<file path="src/rtl/traffic_phase_scheduler.sv">
// ============================================================================
// Module   : traffic_phase_scheduler
// Brief    : Four-approach round-robin traffic light phase scheduler with
//            min/max green, yellow and all-red clearance timing. The optional
//            emergency preemption is built when EMERG_PREEMPT_EN is defined.
// Revision : 1.0 - initial release
// ============================================================================
`default_nettype none

module traffic_phase_scheduler #(
  parameter int MIN_GREEN   = 4,
  parameter int MAX_GREEN   = 10,
  parameter int YELLOW_TIME = 2,
  parameter int ALLRED_TIME = 1
) (
  input  logic       clk,
  input  logic       rst,
  input  logic [3:0] req,
`ifdef EMERG_PREEMPT_EN
  input  logic [3:0] emerg_req,
  output logic       preempt_active,
`endif
  output logic [2:0] light_N,
  output logic [2:0] light_E,
  output logic [2:0] light_S,
  output logic [2:0] light_W,
  output logic [1:0] active_dir,
  output logic [3:0] phase_timer
);

  typedef enum logic [1:0] {
    S_IDLE   = 2'd0,
    S_GREEN  = 2'd1,
    S_YELLOW = 2'd2,
    S_ALLRED = 2'd3
  } state_t;

  localparam logic [3:0] c_MIN_LAST    = 4'(MIN_GREEN - 1);
  localparam logic [3:0] c_MAX_LAST    = 4'(MAX_GREEN - 1);
  localparam logic [3:0] c_YELLOW_LAST = 4'(YELLOW_TIME - 1);
  localparam logic [3:0] c_ALLRED_LAST = 4'(ALLRED_TIME - 1);
  localparam logic [2:0] c_RED         = 3'b100;
  localparam logic [2:0] c_YELLOW      = 3'b010;
  localparam logic [2:0] c_GREEN       = 3'b001;

  state_t     r_state;
  state_t     w_next_state;
  logic [1:0] r_dir;
  logic [1:0] w_next_dir;
  logic [3:0] r_timer;
  logic [1:0] r_rr_ptr;
  logic [3:0] w_emerg;
  logic [3:0] w_own_mask;
  logic       w_others_req;
  logic [2:0] w_lights [4];

`ifdef EMERG_PREEMPT_EN
  logic r_preempt;

  assign w_emerg        = emerg_req;
  assign preempt_active = r_preempt;

  always_ff @(posedge clk) begin
    if (rst) r_preempt <= 1'b0;
    else     r_preempt <= |emerg_req;
  end
`else
  assign w_emerg = 4'b0000;
`endif

  // First set request scanning ptr, ptr+1, ... (mod 4).
  function automatic logic [1:0] f_rr_pick(input logic [3:0] r, input logic [1:0] p);
    logic [1:0] idx;
    f_rr_pick = p;
    for (int k = 3; k >= 0; k--) begin
      idx = p + 2'(k);
      if (r[idx]) f_rr_pick = idx;
    end
  endfunction

  function automatic logic [1:0] f_low_pick(input logic [3:0] e);
    f_low_pick = 2'd0;
    for (int k = 3; k >= 0; k--) begin
      if (e[k]) f_low_pick = 2'(k);
    end
  endfunction

  assign w_own_mask   = 4'b0001 << r_dir;
  assign w_others_req = |(req & ~w_own_mask);

  always_comb begin
    w_next_state = r_state;
    w_next_dir   = r_dir;
    case (r_state)
      S_IDLE: begin
        if (|w_emerg) begin
          w_next_state = S_GREEN;
          w_next_dir   = f_low_pick(w_emerg);
        end else if (|req) begin
          w_next_state = S_GREEN;
          w_next_dir   = f_rr_pick(req, r_rr_ptr);
        end
      end
      S_GREEN: begin
        if (|w_emerg) begin
          if (!w_emerg[r_dir]) w_next_state = S_YELLOW;
        end else if ((r_timer >= c_MIN_LAST && !req[r_dir]) ||
                     (r_timer >= c_MAX_LAST && w_others_req)) begin
          w_next_state = S_YELLOW;
        end
      end
      S_YELLOW: begin
        if (r_timer == c_YELLOW_LAST) w_next_state = S_ALLRED;
      end
      S_ALLRED: begin
        if (r_timer == c_ALLRED_LAST) begin
          if (|w_emerg) begin
            w_next_state = S_GREEN;
            w_next_dir   = f_low_pick(w_emerg);
          end else if (|req) begin
            w_next_state = S_GREEN;
            w_next_dir   = f_rr_pick(req, r_rr_ptr);
          end else begin
            w_next_state = S_IDLE;
          end
        end
      end
      default: w_next_state = S_IDLE;
    endcase
  end

  // Green timer saturates so a held approach never wraps the 4-bit counter.
  always_ff @(posedge clk) begin
    if (rst) begin
      r_state  <= S_IDLE;
      r_dir    <= 2'd0;
      r_timer  <= 4'd0;
      r_rr_ptr <= 2'd0;
    end else begin
      r_state <= w_next_state;
      r_dir   <= w_next_dir;
      if (w_next_state != r_state || r_state == S_IDLE)
        r_timer <= 4'd0;
      else if (!(r_state == S_GREEN && r_timer >= c_MAX_LAST))
        r_timer <= r_timer + 4'd1;
      if (r_state == S_YELLOW && w_next_state == S_ALLRED)
        r_rr_ptr <= r_dir + 2'd1;
    end
  end

  always_comb begin
    for (int k = 0; k < 4; k++) w_lights[k] = c_RED;
    if (r_state == S_GREEN)  w_lights[r_dir] = c_GREEN;
    if (r_state == S_YELLOW) w_lights[r_dir] = c_YELLOW;
  end

  assign light_N     = w_lights[0];
  assign light_E     = w_lights[1];
  assign light_S     = w_lights[2];
  assign light_W     = w_lights[3];
  assign active_dir  = r_dir;
  assign phase_timer = r_timer;

endmodule

`default_nettype wire

</file>
<file path="config.mk">
export PLATFORM = sky130hd
export DESIGN_NAME = traffic_phase_scheduler
export DESIGN_NICKNAME = d
export VERILOG_FILES = /design/src/rtl/traffic_phase_scheduler.sv
export SDC_FILE = /design/constraint.sdc
export NUM_CORES = 1
export LEC_CHECK = 0
export ABC_AREA = 1
export BUFFER_PORTS_ARGS = -buffer_cell sky130_fd_sc_hd__clkbuf_2
export CAP_MARGIN = 25
export CORE_MARGIN = 5
export CORE_UTILIZATION = 58
export DETAILED_ROUTE_END_ITERATION = 6
export HOLD_SLACK_MARGIN = 0.1
export PLACE_DENSITY = 0.84
export SLEW_MARGIN = 5
export SYNTH_ARGS = -nofsm -noshare
export SYNTH_HDL_FRONTEND = slang
export SYNTH_SLANG_ARGS = --single-unit
</file>
<file path="constraint.sdc">
create_clock -name clk -period 3.2 [get_ports clk]
set_clock_uncertainty 0.2 [all_clocks]
set_input_delay 0.16 -clock clk [delete_from_list [all_inputs] [get_ports clk]]
set_output_delay 0.16 -clock clk [all_outputs]
set_load 0.01 [all_outputs]
</file>
==> tab_implementation.tex, run 1 <==
\begin{tabular}{lr}
\hline
Metric & Value \\
\hline
\multicolumn{2}{l}{\textbf{Power}} \\
Power density relative to cell area & approximately 440 mW/mm² \\
Pint & 0.312 mW \\
Switching power total & 0.249 mW \\
P\_leak & 0.670 nW \\
Combinational share of power & 48.7\% \\
Fraction of power spent switching nets & around 44\% \\
Relative contribution of the clock network to total power & around a fifth \\
Part of the total power dissipated in sequential elements & 30.7\% \\
VDD IR-drop max & 0.327 mV \\
\multicolumn{2}{l}{\textbf{Timing}} \\
Remaining max-slew budget at the tightest pin & 74.5\% \\
Maximum clock frequency & 492 MHz \\
Count of endpoints failing setup in the final report & 0 \\
Final Cycle Share & between 60\% and 70\% \\
Slew @ Worst Pin & 382 ps \\
Max Slew Vio Count & 0 \\
TNS Setup & 0 ps \\
Unrepaired setup endpoints after global routing & false \\
Final hold violation count & 0 \\
Time the worst path needs with I/O delays and setup & around 2000 ps \\
Worst hold slack across all endpoints & 213 ps \\
Smallest setup slack after layout & 1170 ps \\
\multicolumn{2}{l}{\textbf{Drt}} \\
Total via count in the routed design & 1104 \\
DRT iter0 DRCs & 30 \\
Number of search-and-repair iterations in the first detailed-routing pass & 4 \\
DRC violations left & 0 \\
Wire length reported by the detailed router & 2410 µm \\
Vias per Instance & 5.00 \\
Number of nets still failing antenna checks after routing & 0 \\
WL/cell & between 10 and 15 µm \\
\multicolumn{2}{l}{\textbf{Critical path}} \\
CP Launch Type & flop \\
Worst path arrival time & 1670 ps \\
Critical Path End Type & primary output \\
Required time reported for the critical path endpoint & 2840 ps \\
Cells along the critical path & inv\_2, ha\_1, inv\_1, nor2\_1, a31o\_2, inv\_1, clkbuf\_2 \\
Crit path largest cell delay & 520 ps \\
Critical path class & flop to primary output \\
Worst-path fanout max & 9 \\
Slowest cell on crit path & dfxtp\_1 \\
Most common cell on crit path & inv\_1 \\
\multicolumn{2}{l}{\textbf{Clock tree}} \\
Number of buffers inserted during clock tree synthesis & 3 \\
Maximum level of the CTS H-tree & 1 \\
Worst-Skew Late Latency & roughly 270 ps \\
Setup repair bufs after CTS & 0 \\
Clock slew at reported path FFs & 70 ps \\
Number of clock sinks & 10 \\
Buffer levels on the longest clock path & 2 \\
Clock root buffer master & clkbuf\_4 \\
Clock tree from TritonCTS & yes \\
\multicolumn{2}{l}{\textbf{Placed design}} \\
Port buffer count & 23 \\
Placer's final routability congestion estimate & 0.864 \\
\# placed instances & 216 \\
Dpl hpwl & 1980 µm \\
Post-placement worst setup slack & 1390 ps \\
\multicolumn{2}{l}{\textbf{Global route}} \\
First-pass GRT wire length & 4270 µm \\
Total gr overflow & 0 \\
Number of antenna violations at the first check in global routing & 0 \\
Via count of the first global-routing pass & between 1000 and 1500 \\
Maximum number of pins on one net before global-route repair & 10 \\
Global-route usage over all layers & 19.9\% \\
\multicolumn{2}{l}{\textbf{Die}} \\
IO Count & 24 \\
Num rows & 15 \\
Area of the placeable core & 0.00176 mm² \\
Starting density of the core & 62.1\% \\
Vertical die dimension & between 50 and 60 µm \\
Die Wd & approximately 53 µm \\
Die area & 0.00286 mm² \\
\multicolumn{2}{l}{\textbf{Hold path}} \\
Worst min-delay path class & input port to flop \\
\multicolumn{2}{l}{\textbf{Run}} \\
Max-capacitance violation count & 0 \\
\multicolumn{2}{l}{\textbf{Yosys}} \\
Yosys warnings & 0 \\
Unique masters post-synth & 26 \\
Flops \& latches, synth & 10 \\
Cell area after technology mapping & 0.00109 mm² \\
Net Count, Synth & 188 \\
Gate count after technology mapping & 170 \\
Portion of the post-synthesis area used by sequential elements & 18.3\% \\
Mean instance size in the synthesized netlist & 6.44 µm² \\
\multicolumn{2}{l}{\textbf{Layout}} \\
Fraction of final layout cells sized beyond drive strength 1 & approximately 30\% \\
Final nets & 215 \\
N\_diodes & 0 \\
Share of the core filled with cells in the final layout & around 70\% \\
Post-layout instance count excluding filler cells & around 220 \\
Number of filler instances in the final layout & 168 \\
Area growth, synth to finish & 15.9\% \\
\multicolumn{2}{l}{\textbf{Outcome}} \\
Result of the run & complete, no violations \\
\hline
\end{tabular}
power groups by stage:
| stage | clock (mW) | sequential, mW | combinational [mW] |
|---|---|---|---|
| floorplan | 0 | 0.165 | 0.208 |
| global placement | 0 | 0.172 | 0.264 |
| detailed placement | 0 | 0.174 | 0.271 |
| CTS | 0.118 | 0.172 | 0.274 |
| global route | 0.121 | 0.176 | 0.309 |
| finish | 0.115 | 0.172 | 0.273 |
cells by family after synthesis:
logic type / Yosys count / synth area share (%)
simple gates: 94 / 41.9
xor+xnor: 3 / 2.40
compound gates: 17 / 10.7
flops: 10 / 18.3
buf+inv: 34 / 12.9
fa+ha+maj: 12 / 13.7
layout by cell type (no fill, tap or decap), drive strengths merged, types with 5 or more instances in the layout:
| master | count |
|---|---|
| nand2 | 51 |
| inv | 32 |
| clkbuf | 27 |
| nor2 | 26 |
| nand3 | 15 |
| ha | 12 |
| dfxtp | 10 |
| o21ai | 6 |
| a31o | 5 |
| a21oi | 5 |
registers in the layout (all words and copies together) (netlist names):
signal       cells
r_state          2
phase_timer      4
r_rr_ptr         2
active_dir       2
routing by layer:
metal / up-vias / wire [µm] / global-route usage [%]
met5: - / 0 / 0
met4: 0 / 26 / 8.94
met3: 4 / 145 / 2.25
met2: 32 / 1170 / 36.1
met1: 492 / 1070 / 22.9
li1: 576 / - / -
final cells by class:
class                           count  area, µm²  share of cell area [%]
Sequential cell                    10        200                    15.8
Inverter                           32        123                    9.66
Tap cell                           25       31.3                    2.47
Clock buffer                        4       36.3                    2.86
Multi-Input combinational cell    126        753                    59.4
Timing Repair Buffer               24        125                    9.86
critical path, delay by kind of cell (launching register included):
family | cells | cell delay (ps)
AOI/OAI and AO/OA | 1 | 220
adders and majority gates | 1 | 220
buffers and inverters | 4 | 390
DFF | 1 | 520
and+or+nand+nor | 1 | 60
final timing paths:
| check | start | endpoint | slack [ps] | cells after the start |
|---|---|---|---|---|
| min | req[1] | active_dir[1] | 210 | 6 |
| min reg2reg | r_rr_ptr[1] | r_rr_ptr[1] | 390 | 2 |
| max | active_dir[0] | light_N[2] | 1170 | 7 |
| max reg2reg | active_dir[0] | phase_timer[2] | 1370 | 11 |
Yosys cell counts, drive strengths merged:
cell type  number  area share, %
xor2            2            1.6
nand4           2            1.1
o21ai           6            3.1
a31o            5            4.0
nor2           26             12
a21oi           5            2.6
a21boi          1            1.0
dfxtp          10             18
buf             2            1.7
xnor2           1           0.80
nand2          51             21
ha             12             14
inv            32             11
nand3          15            7.8
through the flow:
step | instance area [µm²] | power [mW]
after floorplan | 1090 | 0.373
after global placement | 1220 | 0.436
after detailed placement | 1220 | 0.446
after CTS | 1270 | 0.563
after global routing | 1270 | 0.606
final | 1270 | 0.561
what timing repair did:
item / 4_1_cts / 5_1_grt
resized for setup: 0 / 0
hold buffers: 1 / 0
endpoints found under the hold margin: 6 / 0
(Power assumes the default switching activity.)
==> inputs of run 2 (changes only) <==
- CORE_UTILIZATION: 58 -> 54
- PLACE_DENSITY: 0.84 -> 0.79
- clock period: 3.2 -> 2 ns (I/O delays scaled with it)
==> run 2 against run 1 <==
  * Routed wire length grew 9.7%
  * Global-route usage grew 0.092 points
  * Utilization shrank 6.3 points
  * Sequential share of layout area grew 0.13 points
  * Power grew 62%
  * Design area grew 0.39%
  * Critical endpoint is now light_S[2]
  * Largest power group unchanged
  * Highest routed layer unchanged
==> tab_implementation.tex, run 2 (synthesized netlist as in run 1, its figures left out) <==
\begin{tabular}{lr}
\hline
Metric & Value \\
\hline
\multicolumn{2}{l}{\textbf{Drt}} \\
Wire length reported by the detailed router & 2650 µm (+9.7\%) \\
WL/cell & 11.9 µm (+8.7\%) \\
Vias per Instance & 4.99 (about the same) \\
Number of search-and-repair iterations in the first detailed-routing pass & 4 (unchanged) \\
DRT iter0 DRCs & 38 (+27\%) \\
Number of nets still failing antenna checks after routing & 0 (unchanged) \\
DRC violations left & 0 (unchanged) \\
Total via count in the routed design & 1113 (+0.82\%) \\
\multicolumn{2}{l}{\textbf{Timing}} \\
Smallest setup slack after layout & 129 ps (-1040 ps) \\
TNS Setup & 0 ps (unchanged) \\
Remaining max-slew budget at the tightest pin & 73.0\% (-1.5 points) \\
Time the worst path needs with I/O delays and setup & 1870 ps \\
Worst hold slack across all endpoints & 171 ps (-42.6 ps) \\
Final Cycle Share & 93.6\% \\
Final hold violation count & 0 (unchanged) \\
Unrepaired setup endpoints after global routing & false \\
Max Slew Vio Count & 0 (unchanged) \\
Slew @ Worst Pin & 404 ps (+22.7 ps) \\
Count of endpoints failing setup in the final report & 0 (unchanged) \\
Maximum clock frequency & 534 MHz \\
\multicolumn{2}{l}{\textbf{Critical path}} \\
Worst-path fanout max & 9 (unchanged) \\
Worst reg2reg setup slack & 190 ps (-1180 ps) \\
Cells along the critical path & inv\_2, ha\_1, inv\_1, nor2\_1, a31o\_2, inv\_1, clkbuf\_2 \\
Critical path class & flop to primary output \\
Required time reported for the critical path endpoint & 1700 ps (-1140 ps) \\
Worst path arrival time & 1570 ps (-100 ps) \\
Most common cell on crit path & inv\_1 \\
Critical Path End Type & primary output \\
Slowest cell on crit path & dfxtp\_2 \\
CP Launch Type & flop \\
Category of cells accounting for the largest share of critical-path delay & flip-flops \\
Combined buffer and inverter count along the critical path & 4 (unchanged) \\
Crit path largest cell delay & 440 ps (-80 ps) \\
\multicolumn{2}{l}{\textbf{Die}} \\
Starting density of the core & 56.4\% (-5.7 points) \\
Area of the placeable core & 0.00194 mm² (+10\%) \\
Vertical die dimension & 55.0 µm (+3.0\%) \\
IO Count & 24 (unchanged) \\
Num rows & 16 (+1) \\
Die Wd & 55.0 µm (+3.0\%) \\
Die area & 0.00303 mm² (+6.0\%) \\
\multicolumn{2}{l}{\textbf{Power}} \\
VDD IR-drop max & 0.693 mV (+110\%) \\
P\_leak & 0.671 nW (about the same) \\
Power after layout & 0.909 mW (+62\%) \\
Part of the total power dissipated in sequential elements & 30.6\% (about the same) \\
Switching power total & 0.406 mW (+63\%) \\
Pint & 0.503 mW (+61\%) \\
Power density relative to cell area & 714 mW/mm² (+61\%) \\
Relative contribution of the clock network to total power & 20.1\% (-0.5 points) \\
Combinational share of power & 49.3\% (+0.6 points) \\
Fraction of power spent switching nets & 44.7\% (+0.37 points) \\
\multicolumn{2}{l}{\textbf{Global route}} \\
First-pass GRT wire length & 4440 µm (+3.9\%) \\
Total gr overflow & 0 (unchanged) \\
Number of antenna violations at the first check in global routing & 0 (unchanged) \\
Global-route usage over all layers & 20.0\% (+0.092 points) \\
Maximum number of pins on one net before global-route repair & 10 (unchanged) \\
Via count of the first global-routing pass & 1043 (-0.76\%) \\
\multicolumn{2}{l}{\textbf{Layout}} \\
Highest-count cells in the layout ignoring fill and taps & nand2\_1, inv\_1, clkbuf\_2, nor2\_1, nand3\_1 \\
Number of flip-flops in the largest register & 4 (unchanged) \\
Fraction of final layout cells sized beyond drive strength 1 & 31.1\% (+1.0 points) \\
Area growth, synth to finish & 16.3\% \\
Share of the core filled with cells in the final layout & 65.6\% (-6.3 points) \\
N\_diodes & 0 (unchanged) \\
Most common cell after layout, fill and taps aside & nand2\_1 \\
Final nets & 215 (unchanged) \\
Final standard cell area without fillers & 0.00127 mm² (+0.39\%) \\
Post-layout instance count excluding filler cells & 223 (+0.90\%) \\
\multicolumn{2}{l}{\textbf{Clock tree}} \\
Buffer levels on the longest clock path & 2 (unchanged) \\
Number of clock sinks & 10 (unchanged) \\
Clock slew at reported path FFs & 60 ps (about the same) \\
Number of buffers inserted during clock tree synthesis & 3 (unchanged) \\
Clock tree from TritonCTS & yes \\
Worst-Skew Late Latency & 270 ps (about the same) \\
Clock root buffer master & clkbuf\_4 \\
Maximum level of the CTS H-tree & 1 (unchanged) \\
Setup repair bufs after CTS & 0 (unchanged) \\
\multicolumn{2}{l}{\textbf{Hold path}} \\
Worst min-delay path class & input port to flop \\
\multicolumn{2}{l}{\textbf{Placed design}} \\
Port buffer count & 23 (unchanged) \\
\# placed instances & 218 (+0.93\%) \\
Dpl hpwl & 2150 µm (+9.0\%) \\
Placer's final routability congestion estimate & 0.844 (-2.4\%) \\
Placed cell areas & 0.00122 mm² (+0.20\%) \\
Post-placement worst setup slack & 137 ps (-1250 ps) \\
\multicolumn{2}{l}{\textbf{Outcome}} \\
Result of the run & complete, no violations \\
\multicolumn{2}{l}{\textbf{Run}} \\
Max-capacitance violation count & 0 (unchanged) \\
\hline
\end{tabular}
-- run 2: cell counts in the layout (fill, tap and decap cells not counted) --
Identical to the previous run, type by type.
-- run 2: what timing repair did --
action                                  4_1_cts  5_1_grt
hold endpoints to repair                      6        0
gates resized for setup                       1        1
endpoints found under the setup margin        2        2
hold buffers                                  1        0
-- run 2: final cells by class --
type                       count  area, µm²
clock buffer                   4       36.3
inverter                      32        123
fill                         179        668
timing repair buffer          24        125
multi-input combinational    126        753
sequential                    10        203
tap                           27       33.8
-- run 2: metal layers --
metal | GRT usage (%) | vias up | share of wire (%)
li1 | - | 581 | -
met4 | 2.43 | 0 | 0.45
met5 | 0 | - | 0
met1 | 24.5 | 506 | 45
met2 | 36.8 | 24 | 51
met3 | 4.02 | 2 | 3.2
-- run 2: power by group through the flow --
stage	sequential, mW	combinational [mW]	clock (mW)
after detailed placement	0.279	0.440	0
final	0.278	0.448	0.183
after floorplan	0.265	0.332	0
after global placement	0.276	0.428	0
after CTS	0.276	0.444	0.188
after global routing	0.285	0.496	0.197
-- run 2: final timing paths --
path         cells after the start            from              to
max                              7   active_dir[0]      light_S[2]
min                              6          req[1]   active_dir[1]
max reg2reg                     10  phase_timer[0]  phase_timer[2]
min reg2reg                      2   active_dir[1]   active_dir[1]
-- run 2: worst reg2reg max path: stages, from the launching register on --
cell	delay (ps)
dfxtp_1	430
inv_1	120
ha_1	210
inv_1	50
nor2_1	40
a21boi_2	160
nand2_1	160
nand2_1	110
xnor2_1	120
inv_1	60
nor2_1	90
==> inputs of run 3 (changes only) <==
- clock period: 2 -> 1.8 ns (I/O delays scaled with it)
==> run 3 against run 2 <==
  * Non-clock buffer count increased by 5
  * Die area unchanged
  * Critical path depth unchanged
  * Worst hold slack got worse by 2.4 ps
  * Utilization increased by 2.8 points
  * Worst setup slack got worse by 83 ps
  * Sequential power increased by 10%
  * Sequential share of layout area increased by 0.094 points
  * Highest routed layer unchanged
==> tab_implementation.tex, run 3 (synthesized netlist as in run 1, its figures left out) <==
\begin{tabular}{lr}
\hline
Metric & Value \\
\hline
\multicolumn{2}{l}{\textbf{Drt}} \\
DRC violations left & 0 (unchanged) \\
Total via count in the routed design & 1141 (+2.5\%) \\
WL/cell & 11.7 µm (-1.3\%) \\
Vias per Instance & 5.00 (+0.27\%) \\
Wire length reported by the detailed router & 2670 µm (+0.91\%) \\
DRT iter0 DRCs & 27 (-29\%) \\
Number of nets still failing antenna checks after routing & 0 (unchanged) \\
Number of search-and-repair iterations in the first detailed-routing pass & 4 (unchanged) \\
\multicolumn{2}{l}{\textbf{Die}} \\
Num rows & 16 (unchanged) \\
Die area & 0.00303 mm² (unchanged) \\
Starting density of the core & 56.4\% (unchanged) \\
Vertical die dimension & 55.0 µm (unchanged) \\
Area of the placeable core & 0.00194 mm² (unchanged) \\
IO Count & 24 (unchanged) \\
Die Wd & 55.0 µm (unchanged) \\
\multicolumn{2}{l}{\textbf{Critical path}} \\
CP Launch Type & flop \\
Worst path arrival time & 1460 ps (-110 ps) \\
Crit path largest cell delay & 400 ps (-40 ps) \\
Worst-path fanout max & 7 (-2) \\
Cells along the critical path & inv\_4, ha\_1, inv\_2, nor2\_1, a31o\_2, inv\_1, clkbuf\_2 \\
Required time reported for the critical path endpoint & 1510 ps (-190 ps) \\
Slowest cell on crit path & dfxtp\_4 \\
Category of cells accounting for the largest share of critical-path delay & flip-flops \\
Critical path class & flop to primary output \\
Crit. Startpoint & active\_dir[0] \\
Combined buffer and inverter count along the critical path & 4 (unchanged) \\
Startpoint of the most critical register-to-register path & active\_dir[0] \\
Critical Path End Type & primary output \\
\multicolumn{2}{l}{\textbf{Timing}} \\
Final Cycle Share & between 90\% and 100\% \\
Maximum clock frequency & 570 MHz \\
Smallest setup slack after layout & 46.3 ps (-82.5 ps) \\
Max Slew Vio Count & 0 (unchanged) \\
Count of endpoints failing setup in the final report & 0 (unchanged) \\
TNS Setup & 0 ps (unchanged) \\
Remaining max-slew budget at the tightest pin & 76.9\% (+3.9 points) \\
Final hold violation count & 0 (unchanged) \\
Worst hold slack across all endpoints & 168 ps (-2.40 ps) \\
Slew @ Worst Pin & 346 ps (-58.2 ps) \\
Time the worst path needs with I/O delays and setup & 1750 ps \\
\multicolumn{2}{l}{\textbf{Global route}} \\
Maximum number of pins on one net before global-route repair & 10 (unchanged) \\
Gr busiest metal & met2 \\
Global-route usage over all layers & 19.9\% (-0.10 points) \\
Met3 Usage GRT & 5.36\% (+1.3 points) \\
First-pass GRT wire length & 4270 µm (-3.7\%) \\
Global routing usage on met1 & 23.1\% (-1.4 points) \\
Number of antenna violations at the first check in global routing & 0 (unchanged) \\
Via count of the first global-routing pass & 1000 (-4.1\%) \\
Global Route met2 Usage & 34.4\% (-2.4 points) \\
Total gr overflow & 0 (unchanged) \\
\multicolumn{2}{l}{\textbf{Layout}} \\
Final nets & 220 (+2.3\%) \\
Area growth, synth to finish & 21.4\% \\
Highest-count cells in the layout ignoring fill and taps & nand2\_1, clkbuf\_2, inv\_1, nor2\_1, nand3\_1 \\
Most common cell after layout, fill and taps aside & nand2\_1 \\
Share of the core filled with cells in the final layout & 68.4\% (+2.8 points) \\
Number of flip-flops in the largest register & 4 (unchanged) \\
N\_diodes & 0 (unchanged) \\
Fraction of final layout cells sized beyond drive strength 1 & 37.8\% (+6.7 points) \\
\multicolumn{2}{l}{\textbf{Hold path}} \\
Worst min-delay path class & input port to flop \\
HP Start & req[0] \\
\multicolumn{2}{l}{\textbf{Clock tree}} \\
Buffer levels on the longest clock path & 2 (unchanged) \\
Maximum level of the CTS H-tree & 1 (unchanged) \\
Clock slew at reported path FFs & 60 ps (about the same) \\
Number of buffers inserted during clock tree synthesis & 3 (unchanged) \\
Number of clock sinks & 10 (unchanged) \\
Worst-Skew Late Latency & 270 ps (about the same) \\
Clock tree from TritonCTS & yes \\
Clock root buffer master & clkbuf\_4 \\
\multicolumn{2}{l}{\textbf{Placed design}} \\
Port buffer count & 23 (unchanged) \\
Post-placement worst setup slack & -38.8 ps (-176 ps) \\
Placer's final routability congestion estimate & 0.857 (+1.6\%) \\
Dpl hpwl & 2080 µm (-3.3\%) \\
\multicolumn{2}{l}{\textbf{Outcome}} \\
Result of the run & complete, no violations \\
\multicolumn{2}{l}{\textbf{Power}} \\
P\_leak & 0.697 nW (+3.9\%) \\
Power density relative to cell area & 803 mW/mm² (+13\%) \\
Power after layout & 1.07 mW (+17\%) \\
VDD IR-drop max & 0.595 mV (-14\%) \\
\multicolumn{2}{l}{\textbf{Run}} \\
Max-capacitance violation count & 0 (unchanged) \\
\hline
\end{tabular}
[run 3: cell type report]
class                      count  area [µm²]
fill                         179         613
inverter                      32         125
clock buffer                   4        36.3
multi-input combinational    126         758
sequential                    10         213
timing repair buffer          29         163
tap                           27        33.8
[run 3: stage by stage]
step           cells  cell area (µm²)
2_1_floorplan    170             1090
3_3_place_gp     220             1240
3_5_place_dp     220             1240
4_1_cts          225             1290
5_1_grt          228             1330
6_report         228             1330
[run 3: repair_timing]
item / CTS / global route
resized for setup: 5 / 11
endpoints found under the hold margin: 10 / 0
endpoints found under the setup margin: 7 / 8
buffers inserted: 0 / 3
hold buffers: 1 / 0
pin swaps: 0 / 2
[run 3: power breakdown]
group	total (mW)	internal, mW	switching [mW]
Sequential	0.307	0.257	0.0508
Combinational	0.558	0.220	0.338
Clock	0.202	0.123	0.0786
[run 3: layer usage]
layer  share of wire, %  routed length, µm  up-vias
met1                 42               1130      512
met3                4.8                127        9
met5                  0                  0        -
met4                2.2                 58        0
met2                 51               1350       33
li1                   -                  -      587
[run 3: path summary, 6_finish.rpt]
| check | endpoint | slack, ps | depth (start not counted) |
|---|---|---|---|
| max | light_N[2] | 50 | 7 |
| min | active_dir[1] | 170 | 6 |
| max reg2reg | phase_timer[0] | 100 | 11 |
| min reg2reg | active_dir[1] | 380 | 2 |
[run 3: worst min-delay path, cell delays in order]
cell and delay (ps):
clkbuf_2 120, inv_1 70, nand2_2 70, nand3_1 80, nand2_1 100, a21oi_1 60
